## src/rtl/pdm_mic_frontend.sv

```systemverilog
// ============================================================================
// Module   : pdm_mic_frontend
// Purpose  : Multi-channel PDM microphone front end. It generates the shared
//            PDM bit clock, captures one PDM bit per mic on each falling edge
//            of that clock, and decimates every stream with a 2nd-order CIC
//            filter into unsigned, saturated PCM samples.
// Revision : 1.0 - initial release
// ============================================================================
`default_nettype none

module pdm_mic_frontend #(
  parameter int BIT_WIDTH  = 8,
  parameter int NUM_MICS   = 9,
  parameter int CLK_DIV    = 4,
  parameter int DECIM_LOG2 = 4
) (
  input  logic                          clk,
  input  logic                          rst_n,
  input  logic                          en,
  input  logic [NUM_MICS-1:0]           pdm_data,
  output logic                          pdm_clk,
  output logic [NUM_MICS*BIT_WIDTH-1:0] pcm_data,
  output logic                          pcm_valid
);

  localparam int W     = 2*DECIM_LOG2 + 1;
  localparam int DIV_W = (CLK_DIV > 2) ? $clog2(CLK_DIV) : 1;

  typedef enum logic [1:0] {
    IDLE = 2'd0,
    WARM = 2'd1,
    RUN  = 2'd2
  } state_t;

  state_t                          state;
  state_t                          state_nxt;
  logic                            warm_cnt;
  logic                            warm_cnt_nxt;
  logic [DIV_W-1:0]                div_cnt;
  logic [DECIM_LOG2-1:0]           dec_cnt;
  logic [NUM_MICS-1:0]             pdm_q;
  logic                            evt_q;
  logic                            running;
  logic                            div_wrap;
  logic                            tick;
  logic                            dec_evt;
  logic [NUM_MICS*BIT_WIDTH-1:0]   scaled_all;

  // The datapath only advances once the FSM has left IDLE and en is still high;
  // this keeps the enable edge itself as "edge 0" of the startup timeline.
  assign running  = en && (state != IDLE);
  assign div_wrap = running && (div_cnt == DIV_W'(CLK_DIV-1));
  assign tick     = div_wrap && pdm_clk;
  assign dec_evt  = tick && (dec_cnt == {DECIM_LOG2{1'b1}});

  // FSM state and warm-up counter registers
  always_ff @(posedge clk or negedge rst_n) begin
    if (!rst_n) begin
      state    <= IDLE;
      warm_cnt <= 1'b0;
    end else begin
      state    <= state_nxt;
      warm_cnt <= warm_cnt_nxt;
    end
  end

  // FSM next state: discard the first two decimation events after enable
  always_comb begin
    state_nxt    = state;
    warm_cnt_nxt = warm_cnt;
    case (state)
      IDLE: begin
        warm_cnt_nxt = 1'b0;
        if (en) state_nxt = WARM;
      end
      WARM: begin
        if (!en) begin
          state_nxt    = IDLE;
          warm_cnt_nxt = 1'b0;
        end else if (dec_evt) begin
          if (warm_cnt) begin
            state_nxt    = RUN;
            warm_cnt_nxt = 1'b0;
          end else begin
            warm_cnt_nxt = 1'b1;
          end
        end
      end
      RUN: begin
        if (!en) state_nxt = IDLE;
      end
      default: begin
        state_nxt    = IDLE;
        warm_cnt_nxt = 1'b0;
      end
    endcase
  end

  // PDM clock divider: toggle pdm_clk each time div_cnt wraps
  always_ff @(posedge clk or negedge rst_n) begin
    if (!rst_n) begin
      div_cnt <= '0;
      pdm_clk <= 1'b0;
    end else if (!running) begin
      div_cnt <= '0;
      pdm_clk <= 1'b0;
    end else if (div_wrap) begin
      div_cnt <= '0;
      pdm_clk <= ~pdm_clk;
    end else begin
      div_cnt <= div_cnt + DIV_W'(1);
    end
  end

  // Capture register for the raw PDM lines
  always_ff @(posedge clk or negedge rst_n) begin
    if (!rst_n) pdm_q <= '0;
    else        pdm_q <= pdm_data;
  end

  // Decimation phase counter, advanced once per sample tick
  always_ff @(posedge clk or negedge rst_n) begin
    if (!rst_n)       dec_cnt <= '0;
    else if (!running) dec_cnt <= '0;
    else if (tick)    dec_cnt <= dec_cnt + DECIM_LOG2'(1);
  end

  for (genvar k = 0; k < NUM_MICS; k++) begin : g_mic
    logic [W-1:0]         i1;
    logic [W-1:0]         i2;
    logic [W-1:0]         i2_d;
    logic [W-1:0]         c1_d;
    logic [W-1:0]         c2_q;
    logic [W-1:0]         i1_nxt;
    logic [W-1:0]         i2_nxt;
    logic [W-1:0]         c1;
    logic [W-1:0]         c2;
    logic [BIT_WIDTH-1:0] scaled;

    // Integrators wrap modulo 2^W; the combs recover exact differences.
    assign i1_nxt = i1 + {{(W-1){1'b0}}, pdm_q[k]};
    assign i2_nxt = i2 + i1_nxt;
    assign c1     = i2_nxt - i2_d;
    assign c2     = c1 - c1_d;

    // Integrators on every tick, comb stage on the decimation tick
    always_ff @(posedge clk or negedge rst_n) begin
      if (!rst_n) begin
        i1   <= '0;
        i2   <= '0;
        i2_d <= '0;
        c1_d <= '0;
        c2_q <= '0;
      end else if (!running) begin
        i1   <= '0;
        i2   <= '0;
        i2_d <= '0;
        c1_d <= '0;
        c2_q <= '0;
      end else if (tick) begin
        i1 <= i1_nxt;
        i2 <= i2_nxt;
        if (dec_evt) begin
          i2_d <= i2_nxt;
          c1_d <= c1;
          c2_q <= c2;
        end
      end
    end

    // Align the CIC gain (DECIM^2) onto BIT_WIDTH and saturate the top code.
    if (2*DECIM_LOG2 >= BIT_WIDTH) begin : g_shr
      localparam int SR = 2*DECIM_LOG2 - BIT_WIDTH;
      logic [W-1:0] shr;
      assign shr    = c2_q >> SR;
      assign scaled = (|shr[W-1:BIT_WIDTH]) ? {BIT_WIDTH{1'b1}} : shr[BIT_WIDTH-1:0];
    end else begin : g_shl
      localparam int SL = BIT_WIDTH - 2*DECIM_LOG2;
      logic [BIT_WIDTH:0] shl;
      assign shl    = {c2_q, {SL{1'b0}}};
      assign scaled = shl[BIT_WIDTH] ? {BIT_WIDTH{1'b1}} : shl[BIT_WIDTH-1:0];
    end

    assign scaled_all[k*BIT_WIDTH +: BIT_WIDTH] = scaled;
  end

  // Marks a decimation event that should be published on the next edge
  always_ff @(posedge clk or negedge rst_n) begin
    if (!rst_n) evt_q <= 1'b0;
    else        evt_q <= dec_evt && (state == RUN);
  end

  // Output register: publish samples one clk after the decimation tick;
  // an event still in flight when en drops is discarded.
  always_ff @(posedge clk or negedge rst_n) begin
    if (!rst_n) begin
      pcm_valid <= 1'b0;
      pcm_data  <= '0;
    end else begin
      pcm_valid <= evt_q && en;
      if (evt_q && en) pcm_data <= scaled_all;
    end
  end

endmodule

`default_nettype wire

```

## config.mk

```make
export PLATFORM = sky130hd
export DESIGN_NAME = pdm_mic_frontend
export DESIGN_NICKNAME = d
export VERILOG_FILES = /design/src/rtl/pdm_mic_frontend.sv
export SDC_FILE = /design/constraint.sdc
export NUM_CORES = 1
export LEC_CHECK = 0
export CAP_MARGIN = 30
export CORE_MARGIN = 2
export CORE_UTILIZATION = 60
export CTS_BUF_LIST = sky130_fd_sc_hd__clkbuf_8 sky130_fd_sc_hd__clkbuf_16
export DETAILED_ROUTE_END_ITERATION = 10
export HOLD_SLACK_MARGIN = 0.12
export PLACE_DENSITY = 0.78
export SLEW_MARGIN = 25
export SYNTH_ARGS = -nofsm -noshare
export SYNTH_HDL_FRONTEND = slang
export SYNTH_SLANG_ARGS = --single-unit
```

## constraint.sdc

```tcl
create_clock -name clk -period 4.76 [get_ports clk]
set_input_delay 0.476 -clock clk [delete_from_list [all_inputs] [get_ports clk]]
set_output_delay 0.476 -clock clk [all_outputs]
set_load 0.02 [all_outputs]
```

# Word-level counts from Yosys, hierarchy flattened
# Cells that the tools add are included.
[word_totals]
regBits = 498
latch_bits = 0
ramBits = 0
mem_bits_ro = 0
in_bits = 12
out_inout_bits = 74
elab_cells = 258
mem_count = 0
[op_classes]
addsub = 38
n_mul = 0
div_mod_pow = 0
order_cmp = 0
eq_ne = 11
n_shift = 0
mux = 142
bitwise = 2
n_reduce_logical = 11
[op_table]
columns = ["operator", "n"]
rows = [
  ["2-to-1 mux 9 bit", 117],
  ["subtractor 9 bit", 18],
  ["adder 9 x 1 -> 9 bit", 9],
  ["adder 9 bit", 9],
  ["2-to-1 mux 8 bit", 9],
  ["2-to-1 mux 2 bit", 7],
  ["2-to-1 mux 4 bit", 2],
  ["logical AND 1 bit", 6],
  ["!= test 2 x 1 -> 1 bit, second input constant", 3],
  ["!= test 3 bit, second input constant", 2],
  ["one-hot mux 2 bit (3 select lines)", 1],
  ["2-to-1 mux 1 bit", 5],
  ["adder 4 x 1 -> 4 bit, second input constant", 1],
  ["== test 2 bit, second input constant", 2],
  ["== test 4 bit, second input constant", 1],
  ["!= test 2 bit, second input constant", 2],
  ["AND reduction 2 bit", 2],
  ["AND reduction 4 bit", 1],
  ["adder 2 x 1 -> 2 bit, second input constant", 1],
  ["== test 2 x 1 -> 1 bit, second input constant", 1],
  ["zero test 2 bit", 1],
  ["inverter 1 bit", 2],
  ["one-hot mux 1 bit (2 select lines)", 1],
  ["nonzero test 2 bit", 1],
]

# Longest topological paths before layout
# Gate-level depths: netlist of run 1.
[logic_depth]
word_depth = 8
mapped_depth = 22
mapped_depth_nobuf = 22

# Worst setup path before layout of run 1
# Ideal clock, no wire load.
[synth_path]
path_kind = "reg-to-reg"
from = "register g_mic[6].i1[0]"
to = "register g_mic[6].c2_q[8]"
setup_time_ns = 0.131
arrival_time_ns = 3.944
path_slack_ns = 0.684
stages_incl_launch_ff = 22
period_less_slack_ns = 4.076
path_cell_list = "dfrtp_1 > ha_1 > ha_1 > xor2_1 > ha_1 > a21oi_1 > nand2_1 > and2_1 > o21ai_0 > nor2b_1 > xnor2_1 > ha_1 > or3_1 > o21ai_0 > a21oi_1 > xor2_1 > ha_1 > o21ai_0 > o21bai_1 > xor2_1 > xnor2_1 > o21ai_0"
[synth_between]
elab_chain_cells = 7
[synth_lines]
columns = ["element", "line_no", "rtl"]
rows = [
  ["start, declared", "129", "logic [W-1:0] i1;"],
  ["start signal, assigned", "161", "i1 <= i1_nxt;"],
  ["adder 9 x 1 -> 9 bit", "141", "assign i1_nxt = i1 + {{(W-1){1'b0}}, pdm_q[k]};"],
  ["adder 9 bit", "142", "assign i2_nxt = i2 + i1_nxt;"],
  ["subtractor 9 bit", "143", "assign c1 = i2_nxt - i2_d;"],
  ["subtractor 9 bit", "144", "assign c2 = c1 - c1_d;"],
  ["2-to-1 mux 9 bit", "163", "if (dec_evt) begin"],
  ["2-to-1 mux 9 bit", "160", "end else if (tick) begin"],
  ["2-to-1 mux 9 bit", "154", "end else if (!running) begin"],
  ["end signal, assigned", "153", "c2_q <= '0;"],
  ["end signal, assigned", "159", "c2_q <= '0;"],
  ["end signal, assigned", "166", "c2_q <= c2;"],
  ["end, declared", "133", "logic [W-1:0] c2_q;"],
]
# No other way between the ends. The select of a mux whose other input is x is not followed.
# A chain may end at the register's enable or synchronous reset.

# Worst setup path in the final report of run 1
[layout_path]
from = "register pdm_q[5]"
to = "register g_mic[5].c2_q[8]"
[layout_between]
elab_chain_cells = 7
[layout_lines]
columns = ["element", "line_no", "rtl"]
rows = [
  ["start, declared", "41", "logic [NUM_MICS-1:0] pdm_q;"],
  ["start signal, assigned", "118", "else pdm_q <= pdm_data;"],
  ["adder 9 x 1 -> 9 bit", "141", ""],
  ["adder 9 bit", "142", ""],
  ["subtractor 9 bit", "143", ""],
  ["subtractor 9 bit", "144", ""],
  ["2-to-1 mux 9 bit", "163", ""],
  ["2-to-1 mux 9 bit", "160", ""],
  ["2-to-1 mux 9 bit", "154", ""],
  ["end signal, assigned", "153", ""],
  ["end signal, assigned", "159", ""],
  ["end signal, assigned", "166", ""],
  ["end, declared", "133", ""],
]
# No other way between the ends. The select of a mux whose other input is x is not followed.

==> out/qor.txt, run 1 <==
Outcome: finished clean
Yosys reg bits: 498
Post-DRT Antenna Nets: 0
Final period utilization: 94.76%
Worst setup EP type: flip-flop
Synth Instances: 3,410
Clock Sinks: 498
Starting Density: 60.46%
Multi-input gate area: 15,640 sq um
Endpoints failing hold: 0
Max-cap violations: 0
Largest delay share family, worst path: adder cells
Final min period: 4.510 ns
Post-DP HPWL: 40,540 um
Max clock buf depth: 3
Synth async-reset ratio: 100.0%
CTS buffer count: 56
Via/cell ratio: 5.653
Top cells by count, synth: 498 x dfrtp_1, 493 x nand2_1, 470 x nor2_1
GPL Wtd Cong: 0.8338
Clock tree root buffer cell: clkbuf_16
Mapped cell area: 29,410 sq um
Initial antenna violation count: 0
Diode count: 0
Drt pass-1 iters: 5
Clock slew at reported path FFs: 0.06 ns
Share of post-route cells with drive strength above 1: 4.194%
CP max-delay cell: fa_1
RSZ-0062 raised after global routing: no
Die area: 50,800 sq um
CTS tree: built
DR WL/cell: 15.16 um
Num rows: 81
First-pass GRT wire length: 106,000 um
Fmax: 221.7 MHz
CP startpoint kind: flip-flop
# nets final: 3,699
Worst Hold Margin: 0.3076 ns
Most frequent cell after synthesis: dfrtp_1
Final Routed Wirelength: 61,830 um
Worst-path maximum fanout: 3
Insertion delay to the later sink of the worst-skew pair: 0.61 ns
Bufs and invs on worst path: 0
Sequential cell area: 12,460 sq um
H-tree Lvls: 2
Yosys top cell area share: 42.37%
Yosys warnings: 0
VDD IR max: 257.8 uV
Worst min-delay path class: in -> reg
Vias in the first global route: 23,175
Overflow after GRT: 0
Area Growth Syn to Fin: 11.25%
I/O pins: 86
Worst path most repeated cell: ha_1
Leak: 14.23 nW
Main synth FF type: dfrtp_1
Max-slew headroom: 33.51%
Critical path arrival: 4.95 ns
Final core occ: 67.26%
Slew Viols, Final: 0
Pin count of the biggest net entering global routing: 217
Vias: 23,059
DRT iter0 DRCs: 1,406
TNS Setup: 0 ns
Least-Margin Pin Slew: 0.9973 ns
Mean Syn Cell Area: 8.624 sq um
Number of port buffers: 85
Sequential share of the synthesized area: 42.37%
# fillers: 3,833
Core area: 48,650 sq um
Top cells by area, synth: dfrtp_1 42%, ha_1 10%, a21oi_1 6.9%, nand2_1 6.3%, nor2_1 6.0%
Clock skew: 0.01819 ns
Kind of critical path: reg -> reg
CP max stage delay: 0.45 ns
Setup violators final: 0
Yosys top cell by area: dfrtp_1
Chip Height: 225.4 um
Critical path cell sequence: ha_1 -> ha_1 -> fa_1 -> a21o_1 -> a21oi_1 -> nor2b_1 -> o21a_1 -> nor2_1 -> xnor2_1 -> ha_1 -> o21ai_0 -> nand2b_1 -> a21boi_0 -> xor2_1 -> ha_1 -> o21ai_0 -> o21bai_1 -> xor2_1 -> xnor2_1 -> o21ai_0
Syn Nets: 3,694
Post-synth EDFFs: 0
P per Cell Area: 272.4 nW/um^2
Synth unique cells: 47
Design Power: 8.913 mW
Gr usage total: 24.74%
Worst EP required: 5.20 ns
Die W: 225.4 um
Residual DRC: 0
layout make-up:
class	instances	area share, %
flip-flops and latches	498	38.09
well taps	622	2.379
clock inverters	31	1.002
multi-input cells	2542	47.79
inverters	210	2.409
repair buffers	107	3.472
clock buffers	69	4.864
where the power goes:
part           total [mW]  leakage [nW]  internal, mW  switching (mW)
clock                4.48         0.993          2.73            1.75
sequential           4.24          6.94          4.24         0.00273
combinational       0.191          6.30        0.0332           0.158
sequential cells by signal, indices dropped and copies added (netlist names):
name,count
state,2
pdm_clk,1
div_cnt,2
g_mic.i2_d,81
evt_q,1
g_mic.i1,81
dec_cnt,4
g_mic.c1_d,81
g_mic.c2_q,81
pcm_valid,1
warm_cnt,1
pcm_data,72
pdm_q,9
g_mic.i2,81
worst reg2reg max path, delay by kind of cell (launching register included):
family | cells | cell delay [ns]
flops | 1 | 0.37
fa+ha+maj | 5 | 1.66
simple gates | 3 | 0.33
xor+xnor | 4 | 0.72
compound gates | 8 | 1.31
stage by stage:
step / area, sq um / setup WS [ns] / instances
4_1_cts: 32660 / 0.2565 / 4078
5_1_grt: 32720 / 0.002128 / 4079
3_3_place_gp: 30730 / 0.3575 / 3977
6_report: 32720 / 0.2495 / 4079
3_5_place_dp: 30730 / 0.2685 / 3977
2_1_floorplan: 29410 / 0.6844 / 3410
path summary, 6_finish.rpt:
kind | startpoint | endpoint | slack [ns] | cells past startpoint
worst max-delay path | pdm_q[5] | g_mic[5].c2_q[8] | 0.25 | 20
worst min-delay path | pdm_data[7] | pdm_q[7] | 0.31 | 1
worst max register to register | pdm_q[5] | g_mic[5].c2_q[8] | 0.25 | 20
worst min register to register | div_cnt[0] | div_cnt[0] | 0.45 | 1
max in group asynchronous | rst_n | g_mic[0].i1[4] | 3.06 | 3
min in group asynchronous | rst_n | g_mic[3].i2[0] | 0.56 | 2
cells in the final DEF (no fill, tap or decap), drive strengths merged, types with 74 or more instances in the layout:
cell type / count
clkdlybuf4s50: 84
dfrtp: 498
nand2: 493
a211oi: 74
o21ai: 150
a21oi: 405
nor2: 471
inv: 220
ha: 245
xnor2: 179
xor2: 76
kinds of logic (layout without fill, tap and decap cells):
| family | count (synthesis) | after routing | share of synthesized area, % |
|---|---|---|---|
| buffers and inverters | 370 | 417 | 4.727 |
| XOR/XNOR | 255 | 255 | 7.594 |
| AND/OR/NAND/NOR | 1241 | 1241 | 17.84 |
| multiplexers | 1 | 1 | 0.03404 |
| AO/OA/AOI/OAI | 773 | 773 | 15.17 |
| adder cells (fa/ha/maj) | 272 | 272 | 12.26 |
| flip-flops | 498 | 498 | 42.37 |
routing by layer:
metal / track usage [%] / up-vias / part of all wire, %
met3: 3.520 / 95 / 3.9
met1: 31.49 / 11193 / 44
met2: 44.46 / 379 / 50
li1: - / 11392 / -
met4: 5.918 / 0 / 1.8
met5: 0 / - / 0
repair_timing:
item                                    4_1_cts  5_1_grt
setup buffers                                 0        0
hold endpoints to repair                    103        0
hold buffers                                  1        0
endpoints found under the setup margin        0        6
resized for setup                             0       12
No activity file was read; power rests on OpenSTA's default activity.
==> run 2: changes to the inputs <==
SLEW_MARGIN = 20   (was 25)
==> results of run 2 <==
The final DEF is identical to that of run 1; final timing and power are the same.
==> run 3: changes to the inputs <==
CORE_MARGIN = 1   (was 2)
REMOVE_ABC_BUFFERS = 1   (was unset)
==> out/qor.txt, run 3 (same netlist as run 1, synthesis figures left out) <==
Slew Viols, Final: 0 (unchanged)
Vias in the first global route: 23,408 (+1.0%)
Overflow after GRT: 0 (unchanged)
Least-Margin Pin Slew: 1.086 ns (+0.08869 ns)
Kind of critical path: reg -> reg
Insertion delay to the later sink of the worst-skew pair: 0.60 ns (about the same)
Critical path arrival: 4.94 ns (about the same)
Design Power: 8.691 mW (-2.5%)
Commonest non-fill, non-tap cell in the layout: dfrtp_1
Drt pass-1 iters: 5 (unchanged)
Final period utilization: 93.80% (-0.96 points)
H-tree Lvls: 2 (unchanged)
CTS buffer count: 55 (-1.8%)
Clock Sinks: 498 (unchanged)
Die area: 49,910 sq um (-1.8%)
Worst min-delay path class: in -> reg
Max clock buf depth: 3 (unchanged)
Area Growth Syn to Fin: 11.05%
Core area: 48,050 sq um (-1.2%)
Post-CTS Setup Bufs: 0 (unchanged)
Starting Density: 61.21% (+0.76 points)
Fmax: 224.0 MHz (+1.0%)
Worst setup margin: 0.2951 ns (+0.04552 ns)
Share of post-route cells with drive strength above 1: 4.114% (-0.081 points)
Max-cap violations: 0 (unchanged)
P per Cell Area: 266.1 nW/um^2 (-2.3%)
Max-slew headroom: 27.60% (-5.9 points)
VDD IR max: 271.7 uV (+5.4%)
Final non-filler cell total: 4,067 (-0.29%)
Final min period: 4.465 ns (-0.04552 ns)
Met1 wire length: 26,910 um (-1.5%)
# fillers: 3,781 (-1.4%)
R2R cell count: 21 (+5.0%)
CTS tree: built
Top layer in use: met4
Vias: 22,856 (-0.88%)
Chip Height: 223.4 um (-0.89%)
DRT iter0 DRCs: 1,461 (+3.9%)
Gr usage total: 25.24% (+0.49 points)
Setup violators final: 0 (unchanged)
Worst EP required: 5.23 ns (+0.03 ns)
Worst path most repeated cell: ha_1
Critical path cell sequence: ha_1 -> ha_1 -> xor2_1 -> ha_1 -> a21oi_1 -> nand2_1 -> and2_1 -> o21ai_1 -> nor2b_1 -> xnor2_1 -> ha_1 -> or3_1 -> o21ai_0 -> a21oi_1 -> xor2_1 -> ha_1 -> o21ai_0 -> o21bai_1 -> xor2_1 -> xnor2_1 -> o21ai_0
I/O pins: 86 (unchanged)
CP max stage delay: 0.38 ns (-0.07 ns)
Worst-path maximum fanout: 4 (+1)
Worst setup EP type: flip-flop
Worst hold start: pdm_data[8]
Commonest cells after routing, fill and taps aside: 498 x dfrtp_1, 492 x nand2_1, 466 x nor2_1, 403 x a21oi_1, 244 x ha_1
# nets final: 3,696 (-0.081%)
RSZ-0062 raised after global routing: no
R2r endpoint: g_mic[6].c2_q[8]
Hold depth: 1 (unchanged)
CP startpoint kind: flip-flop
First-pass GRT wire length: 106,600 um (+0.53%)
Met2 routed WL: 30,460 um (-1.7%)
Diode count: 0 (unchanged)
GPL Wtd Cong: 0.8052 (-3.4%)
Via/cell ratio: 5.620 (-0.59%)
Endpoints failing hold: 0 (unchanged)
Met3 wire len: 2315 um (-4.0%)
Placed insts: 3,968 (-0.23%)
CP max-delay cell: or3_1
Final Routed Wirelength: 60,710 um (-1.8%)
Initial antenna violation count: 0 (unchanged)
Leak: 14.20 nW (-0.21%)
Clock slew at reported path FFs: 0.05 ns (about the same)
Pin count of the biggest net entering global routing: 226 (+4.1%)
Post-DP HPWL: 39,880 um (-1.6%)
Flop2flop setup slack: 0.30 ns (+0.05 ns)
Post-place setup slack: 0.2410 ns (-0.02748 ns)
Num rows: 80 (-1.2%)
Die W: 223.4 um (-0.89%)
Worst r2r src: pdm_q[6]
Outcome: finished clean
Hold EP: pdm_q[8]
Residual DRC: 0 (unchanged)
Post-DRT Antenna Nets: 0 (unchanged)
Number of port buffers: 85 (unchanged)
Clock skew: 0.01383 ns (-0.004354 ns)
DR WL/cell: 14.93 um (-1.5%)
Clock tree root buffer cell: clkbuf_16
run 3: through the flow:
step | utilization (%) | hold slack, ns | area, sq um | TNS, ns
global placement | 63.96 | 0.4256 | 30730 | 0
floorplan | - | 0.1804 | 28810 | -3736.73
CTS | 67.81 | 0.2873 | 32580 | 0
finish | 67.98 | 0.3183 | 32660 | 0
detailed placement | 63.96 | 0.4479 | 30730 | 0
global route | 67.98 | 0.3017 | 32660 | 0
run 3: area by class of cell:
cell class              instances  area, sq um  share of cell area [%]
clock inverters                21        150.1                  0.4597
well taps                     615        769.5                   2.356
flip-flops and latches        498        12460                   38.16
clock buffers                  76         1688                   5.168
inverters                     210        788.3                   2.414
repair buffers                105         1154                   3.532
multi-input cells            2542        15650                   47.91
run 3: critical path, delay by kind of cell, from the launching register on:
family	cells	cell delay, ns
adders and majority gates	5	1.42
xor gates and xnor gates	5	0.85
and+or+nand+nor	4	0.80
DFF	1	0.37
AOI/OAI and AO/OA	7	0.90
run 3: how the worst max path moves through the flow:
stage,cells after the start,slack (ns),end,from
after floorplan,4,-13.06,g_mic[0].c1_d[7],state[1]
after global placement,21,0.40,g_mic[6].c2_q[8],g_mic[6].i1[0]
after detailed placement,22,0.24,g_mic[2].c2_q[8],g_mic[2].i1[0]
after CTS,22,0.19,g_mic[2].c2_q[8],g_mic[2].i1[0]
after global routing,21,0.001,g_mic[6].c2_q[8],g_mic[6].i1[0]
final,21,0.30,g_mic[6].c2_q[8],pdm_q[6]
run 3: report_power, final:
group	internal, mW	switching, mW
clock	2.55	1.71
sequential	4.24	0.00300
combinational	0.0306	0.155
total	6.82	1.87
run 3: timing repair:
item,4_1_cts,5_1_grt
setup endpoints to repair,0,6
gates resized for setup,0,15
endpoints found under the hold margin,97,0
hold buffers,1,0
run 3: layer usage:
| metal | up-vias | GRT usage, % |
|---|---|---|
| met5 | - | 0 |
| met4 | 0 | 6.584 |
| met3 | 86 | 3.609 |
| met2 | 369 | 45.42 |
| met1 | 11026 | 31.74 |
| li1 | 11375 | - |
==> RTL change, RTL diff (config.mk and constraints of run 1) <==
The parameter `DECIM_LOG2` goes from 4 to 3.
--- a/src/rtl/pdm_mic_frontend.sv
+++ b/src/rtl/pdm_mic_frontend.sv
@@ -12,7 +12,7 @@
   parameter int BIT_WIDTH  = 8,
   parameter int NUM_MICS   = 9,
   parameter int CLK_DIV    = 4,
-  parameter int DECIM_LOG2 = 4
+  parameter int DECIM_LOG2 = 3
 ) (
   input  logic                          clk,
   input  logic                          rst_n,
Check against the original RTL: no difference found for any inputs over 4 cycles, from zero or initial values and one cycle with rst_n low; that may be too few to reach the edited logic, so the function may still have changed.
==> RTL change against run 1 <==
Sequential cell count shrank 100. Largest cell class unchanged. Synthesized area shrank 22%. Final area shrank 22%. Worst setup slack gained 0.21 ns. Core utilization grew 0.48 points. Die area shrank 22%. Power shrank 24%. Routed wire length shrank 25%. Highest routed layer unchanged. Count of clock-buffer cells in the layout shrank 13.
==> RTL change: results (changes against run 1) <==
wire length of the first global-routing pass 80500 um (was 106000 um); sequential share of power 0.498 (was 0.476); Placement Cell Area 0.02404 sq mm (was 0.03073 sq mm); Static Leakage 11.52 nW (was 14.23 nW); hold worst-path end pdm_q[8]$_DFF_PN0_ (was pdm_q[7]$_DFF_PN0_); Commonest cells post-synth dfrtp_1, nor2_1, a21oi_1 (was dfrtp_1, nand2_1, nor2_1); M1 GR Usage 0.3170 (was 0.3149); TritonCTS Buffers 43 (was 56); Vias 16990 (was 23060); Reg-to-Reg Start pdm_q[2]$_DFF_PN0_ (was pdm_q[5]$_DFF_PN0_); Seq/Total Area, Yosys 0.4356 (was 0.4237); Net Sw Frac 0.2169 (was 0.2147); Worst Hold Launch pdm_data[8] (was pdm_data[7]); Final HPWL DP 30230 um (was 40540 um); Post-Synth Adder-Cell Area 0.1287 (was 0.1226); largest net degree at the start of global routing 180 (was 217); Slew headroom 0.1557 (was 0.3351); Arrival @ worst endpoint 4.71 ns (was 4.95 ns); clk_lat worst skew 0.56 ns (was 0.61 ns); Logic power comb 157 uW (was 191 uW); post-synthesis xor/xnor area fraction 0.07733 (was 0.07594); r2r worst-path depth 18 (was 20); hold slack 0.3714 ns (was 0.3076 ns); initial DRC count 933 (was 1406); highest cell delay on the worst timing path 0.59 ns (was 0.45 ns); met2 usage 0.4241 (was 0.4446); post-synth cell types 41 (was 47); main area contributors after synthesis dfrtp_1, ha_1, a21oi_1 (unchanged); outcome completed (unchanged); antenna violations before repair 1 (was 0); met2 wire length 22940 um (was 31000 um); Placer Congestion 0.7737 (was 0.8338); nets 2702 (was 3699); wl on met1 20730 um (was 27300 um); Int Pwr 5.339 mW (was 6.999 mW); gr usage total 0.2433 (was 0.2474); Synth Area in Compound Gates 0.1528 (was 0.1517); maximum fanout along the worst path 4 (was 3); maximum vdd drop 0.2011 mV (was 0.2578 mV)
RTL change: metrics by stage:
stage / cells / utilization / setup WS, ns
floorplan: 2455 / - / 0.8567
global placement: 2935 / 0.6397 / 0.6576
detailed placement: 2935 / 0.6397 / 0.4953
CTS: 3011 / 0.6769 / 0.4821
global route: 3012 / 0.6774 / 0.1225
finish: 3012 / 0.6774 / 0.4621
RTL change: cell type report:
cell class | count | area, sq um | share of cell area
Clock inverter | 19 | 107.6 | 0.004227
Clock buffer | 56 | 1277 | 0.05019
Timing Repair Buffer | 105 | 1084 | 0.04257
Tap cell | 511 | 639.4 | 0.02512
Sequential cell | 398 | 9960 | 0.3913
Multi-Input combinational cell | 1746 | 11720 | 0.4605
Inverter | 177 | 664.4 | 0.02610
RTL change: kinds of logic after synthesis:
family / Yosys count
compound gates: 600
xor+xnor: 183
fa+ha+maj: 219
buf+inv: 311
flops: 398
mux: 10
simple gates: 734
